## config.mk

```make
export PLATFORM = sky130hd
export DESIGN_NAME = shift_ram_ctrl
export DESIGN_NICKNAME = d
export VERILOG_FILES = /design/src/rtl/shift_ram_ctrl.sv
export SDC_FILE = /design/constraint.sdc
export NUM_CORES = 1
export LEC_CHECK = 0
export CAP_MARGIN = 20
export CORE_AREA = 4 4 105 107
export DETAILED_ROUTE_END_ITERATION = 6
export DIE_AREA = 0 0 109 111
export GPL_TIMING_DRIVEN = 1
export PLACE_DENSITY = 0.73
export SLEW_MARGIN = 20
export SYNTH_ARGS = -nofsm -noshare
export SYNTH_HDL_FRONTEND = slang
export SYNTH_SLANG_ARGS = --single-unit
```

## constraint.sdc

```tcl
create_clock -name clk -period 6.2 [get_ports clk]
set_clock_uncertainty 0.05 [all_clocks]
set_input_delay 0.93 -clock clk [delete_from_list [all_inputs] [get_ports clk]]
set_output_delay 0.93 -clock clk [all_outputs]
set_load 0.01 [all_outputs]
```

## src/rtl/shift_ram_ctrl.sv

```systemverilog
// shift_ram_ctrl: valid/ready flow controller for the shift_ram_buffer_counter
// delay line. It primes the buffer with DEPTH words before presenting output.
// On flush it drains the stored words by shifting in zero words. It also tracks
// how many live words the buffer currently holds.
module shift_ram_ctrl #(
  parameter int WIDTH = 64,
  parameter int DEPTH = 256,
  parameter int LW    = $clog2(DEPTH + 1)
) (
  input  logic             clk,
  input  logic             rst_n,
  input  logic             in_valid,
  output logic             in_ready,
  input  logic [WIDTH-1:0] in_data,
  input  logic             flush,
  output logic             out_valid,
  input  logic             out_ready,
  output logic [WIDTH-1:0] out_data,
  output logic             buf_ce,
  output logic [WIDTH-1:0] buf_d,
  input  logic [WIDTH-1:0] buf_q,
  output logic [LW-1:0]    level,
  output logic             flush_done
);

  // gap counts pending alignment pushes, so it never needs to reach DEPTH
  localparam int GW = (DEPTH > 1) ? $clog2(DEPTH) : 1;
  localparam logic [LW-1:0] FULL = LW'(DEPTH);

  typedef enum logic [1:0] {IDLE, FILL, RUN, DRAIN} state_t;

  state_t          state_reg, state_next;
  logic [LW-1:0]   count_reg, count_next;
  logic [GW-1:0]   gap_reg, gap_next;
  logic            flush_done_reg, flush_done_next;
  logic            ce;

  // State, live-word count, alignment gap and the done pulse
  always_ff @(posedge clk or negedge rst_n) begin
    if (!rst_n) begin
      state_reg      <= IDLE;
      count_reg      <= '0;
      gap_reg        <= '0;
      flush_done_reg <= 1'b0;
    end else begin
      state_reg      <= state_next;
      count_reg      <= count_next;
      gap_reg        <= gap_next;
      flush_done_reg <= flush_done_next;
    end
  end

  // Next-state logic and handshake/strobe decode for each state
  always_comb begin
    state_next      = state_reg;
    count_next      = count_reg;
    gap_next        = gap_reg;
    flush_done_next = 1'b0;
    in_ready        = 1'b0;
    out_valid       = 1'b0;
    ce              = 1'b0;
    buf_d           = in_data;

    case (state_reg)
      IDLE: begin
        in_ready = ~flush;
        ce       = in_valid & ~flush;
        if (flush) begin
          flush_done_next = 1'b1;
        end else if (in_valid) begin
          count_next = LW'(1);
          state_next = FILL;
        end
      end

      FILL: begin
        in_ready = ~flush;
        ce       = in_valid & ~flush;
        if (flush) begin
          // Zero pushes still needed so the oldest live word reaches buf_q
          gap_next   = GW'(FULL - count_reg);
          state_next = DRAIN;
        end else if (in_valid) begin
          count_next = count_reg + 1'b1;
          if (count_reg == FULL - 1'b1) begin
            state_next = RUN;
          end
        end
      end

      RUN: begin
        // Push and pop are the same edge, so count holds at DEPTH
        out_valid = in_valid & ~flush;
        in_ready  = out_ready & ~flush;
        ce        = in_valid & out_ready & ~flush;
        if (flush) begin
          gap_next   = '0;
          state_next = DRAIN;
        end
      end

      DRAIN: begin
        buf_d = '0;
        if (gap_reg != '0) begin
          ce       = 1'b1;
          gap_next = gap_reg - 1'b1;
        end else begin
          // out_valid is independent of out_ready here
          out_valid = 1'b1;
          ce        = out_ready;
          if (out_ready) begin
            count_next = count_reg - 1'b1;
            if (count_reg == LW'(1)) begin
              state_next      = IDLE;
              flush_done_next = 1'b1;
            end
          end
        end
      end

      default: begin
        state_next = IDLE;
      end
    endcase
  end

  // Hold the buffer still while reset is asserted, whatever in_valid does
  assign buf_ce     = ce & rst_n;
  assign out_data   = buf_q;
  assign level      = count_reg;
  assign flush_done = flush_done_reg;

endmodule

```

# [Word-level counts from Yosys, hierarchy flattened]
# Cells that the tools add are included.
[op_classes] n_addsub=4 n_eq_ne=17 mux=32 n_bitwise=6 n_reduce_logical=8
[ops] cell="64-bit two-way mux" n=1
[ops] cell="9-bit two-way mux" n=6
[ops] cell="9-bit one-hot mux with 3 select lines" n=1
[ops] cell="8-bit two-way mux" n=3
[ops] cell="8-bit one-hot mux with 3 select lines" n=1
[ops] cell="2-bit != test, second input constant" n=10
[ops] cell="2-bit two-way mux" n=9
[ops] cell="9-bit by 1-bit adder with 9-bit output, second input constant" n=1
[ops] cell="9-bit by 1-bit equality test with 1-bit output, second input constant" n=1
[ops] cell="9-bit by 8-bit equality test with 1-bit output, second input constant" n=1
[ops] cell="9-bit by 1-bit subtractor with 9-bit output, second input constant" n=1
[ops] cell="2-bit one-hot mux with 4 select lines" n=1
[ops] cell="8-bit AND reduction" n=1
[ops] cell="8-bit nonzero test" n=1
[ops] cell="1-bit by 8-bit subtractor with 8-bit output, first input constant" n=1
[ops] cell="8-bit by 1-bit subtractor with 8-bit output, second input constant" n=1
[ops] cell="7-bit AND reduction" n=1
[ops] cell="1-bit two-way mux" n=6
[ops] cell="3-bit != test, second input constant" n=2
[ops] cell="1-bit one-hot mux with 2 select lines" n=3
[ops] cell="3-bit nonzero test" n=2
[ops] cell="1-bit bitwise AND" n=5
[ops] cell="2-bit equality test, second input constant" n=2
[ops] cell="4-bit AND reduction" n=1
[ops] cell="other kinds (5)" n=5
[totals] regBits=20 input_bits=133 output_inout_bits=141 elab_cells=71

# [Longest topological paths before layout]
[depth] depth_word=5 ltp_mapped=9 mapped_depth_nobuf=9

# [Worst setup path before layout]
# No wires, ideal clock.
[synth_timing] kind="input to output" start="input port flush" end="output port buf_ce" arrival_ps=1483 path_slack_ps=3737 path_stages=4 path_cell_list="nand2b_1 > a21oi_1 > o21ai_0 > a21oi_1"
[synth_via] elab_chain_cells=4 elab_cells_between_ends=5
[synth_rtl] element="start, declared" line="15" text="input logic flush,"
[synth_rtl] element="1-bit NOT *" line="67, 78, 95"
[synth_rtl] element="1-bit bitwise AND, on equally long branches" line="95, 67, 78"
[synth_rtl] element="1-bit one-hot mux with 3 select lines *" line="64" text="case (state_reg)"
[synth_rtl] element="1-bit bitwise AND *" line="128" text="assign buf_ce = ce & rst_n;"
[synth_rtl] element="end, declared" line="19" text="output logic buf_ce,"
# Mark *: on every way between the ends. The rest lies on a longest branch, timed or not.

# [Worst setup path after layout]
[layout_timing] start="input port rst_n" end="output port buf_ce"
[layout_via] elab_chain_cells=1
[layout_rtl] element="start, declared" line="11" text="input logic rst_n,"
[layout_rtl] element="1-bit bitwise AND" line="128"
# No other way between the ends.

==> results.ini <==
[clock_tree]
cts_tree = done
cts_hold_buffers = 0
post_cts_resize_count = 0
clk_pin_slew_ps = 80
clockRootBuffer = clkbuf_8
clock_sinks = 20
htreeDepth = 1
cts_setup_buffers = 0
clkLatencyLatePin_ps = 260
cts_buffer_depth = 2
cts_buffers = 3

[place]
pre_cts_slack_ps = 2155
dpl.hpwl_um = 6538
placed_area_um2 = 3611
io_buffers = 145
place.gp.congestion = 0.8720

[layout]
largest_reg_flops = 9
fin_area_um2 = 3666
layout.nets = 546
diodes = 0
drive_gt1_share_pct = 3.491
syn2layout_area_growth_pct = 43.77
post-route-util_pct = 36.16

[floorplanning]
core_area_um2 = 10140
pin_count = 274
start_util_pct = 25.15
dieArea_um2 = 12100
dieHeight_um = 111
die_w_um = 109
rows = 37

[global_routing]
gr-usage-met1_pct = 14.55
grt_max_degree = 82
grt-busiest-layer = met2
grt_pass1_vias = 2628
grt_antenna_before_repair = 0
grt_pass1_wl_um = 13010
grtUsageMet3_pct = 5.125
met2_usage_pct = 22.65
track_usage_pct = 12.80
grt_overflow_total = 0

[setup_path]
crit_type = input pin to primary output
critPathSlowestCell = clkdlybuf4s50_1
cp-end-kind = primary output
cp-start-kind = input pin
slowest_delay_ps = 1100
reg2reg_depth = 7
cp_common_cell = clkdlybuf4s50_1
critical_path.max_fanout = 21
r2r_slack_ps = 3240
cp_cell_sequence = clkdlybuf4s50_1 > o21ai_0 > a21oi_1 > clkdlybuf4s50_1
required_ps = 5220
critPathArrivalTime_ps = 3000

[detailed_routing]
post_drt_via_cell_ratio = 4.767
ant_nets = 0
wl_per_cell_um = 15.23
firstDrtPassIters = 4
drc_errors = 0
wl_um = 8179
drtIter0Drc = 170
vias = 2560

[yosys]
yosys-top-cells-area = dfrtp_1, buf_4, nor2b_1, ha_1, a21oi_1
synth_nets = 480
yosysTopAreaCell = dfrtp_1
ys.flop_type = dfrtp_1
syn_area_per_cell_um2 = 7.589
synth_common_cells = buf_4, nor2b_1, dfrtp_1, nand2_1, a21oi_1
synth_edf_count = 0
netlist_instances = 336
seq_area_frac_synth_pct = 19.63
synth.distinct_cells = 54
synth_area_um2 = 2550
synth_top_area_share_pct = 19.63
ys_warn_count = 0
synth-seq-cells = 20
synthArstFlopShare_pct = 100.0

[timing]
rsz0062_at_grt = no
fin_crit_sh_pct = 64.14
tightest_slew_ps = 950.8
relSlewSlack_pct = 36.42
setup_viol = 0
timing.hold.ws_ps = 531.8
fmax_ghz = 0.2515
drv_slew = 0
fin_ws_ps = 2223
fin_crit_ps = 3977
finalHoldViolCount = 0
tns_ps = 0

[power]
leakage_nw = 1.412
vdd_drop_max_uv = 184.2
powerDensity_nw_per_um2 = 412.5

[worst_hold_path]
hold_path_depth = 1
hp-class = flip-flop to flip-flop

[status]
status = finished, final reports clean

[run]
drv_cap = 0

## cells in the final DEF (no fill, tap or decap), types with 3 or more instances in the layout
cell / instances
clkdlybuf4s50_1: 145
nor2b_1: 65
inv_1: 13
a21oi_1: 16
a211o_1: 3
clkbuf_8: 4
ha_1: 10
a22oi_1: 4
nand3_1: 3
nand2b_1: 3
nor2_1: 12
a221o_1: 3
nor3_1: 7
nor4_1: 6
nand2_1: 20
dfrtp_1: 20
o21ai_0: 12
o22ai_1: 3
or3_1: 3
and3_1: 3
## worst max-delay path, delay by kind of cell
kind	cells	cell delay (ps)
buf+inv	2	1660
compound gates	2	410
## cell families after synthesis
kind of cell	Yosys count	share of synthesized area [%]
simple gates	135	30.82
xor+xnor	4	1.374
compound gates	64	16.83
fa+ha+maj	11	5.397
buf+inv	98	24.29
flops	20	19.63
mux	4	1.668
## path summary, 6_finish.rpt
| path | from | end |
|---|---|---|
| setup reg to reg | state_reg[1]$_DFFE_PN0P_ | level[2]$_DFFE_PN0P_ |
| hold / removal | state_reg[1]$_DFFE_PN0P_ | state_reg[1]$_DFFE_PN0P_ |
| min in group asynchronous | rst_n | flush_done$_DFF_PN0_ |
| hold reg to reg | state_reg[1]$_DFFE_PN0P_ | state_reg[1]$_DFFE_PN0P_ |
| max in group asynchronous | rst_n | gap_reg[0]$_DFFE_PN0P_ |
| setup / recovery | rst_n | buf_ce |
## per-layer routing
layer / wire length [um] / share of wire [%]
met1: 2963 / 36
met2: 4197 / 51
met4: 67 / 0.82
met3: 950 / 12
met5: 0 / 0
## power by group
part	leakage, nW	switching (mW)	internal [mW]
clock	0.0288	0.0440	0.0566
combinational	1.14	0.574	0.544
sequential	0.247	0.103	0.191
total	1.41	0.721	0.791
## area by class of cell
type                       count  area (um^2)
tap                          136        170.2
sequential                    20        500.5
multi-input combinational    218         1433
fill                        1033         6472
inverter                      13        48.80
clock buffer                   4        55.05
timing repair buffer         146         1459
## metrics by stage
stage / power (mW) / cells
global route: 1.650 / 537
detailed placement: 1.412 / 533
global placement: 1.386 / 533
finish: 1.512 / 537
floorplan: 0.9682 / 336
CTS: 1.519 / 537
No activity file was read; power rests on OpenSTA's default activity.
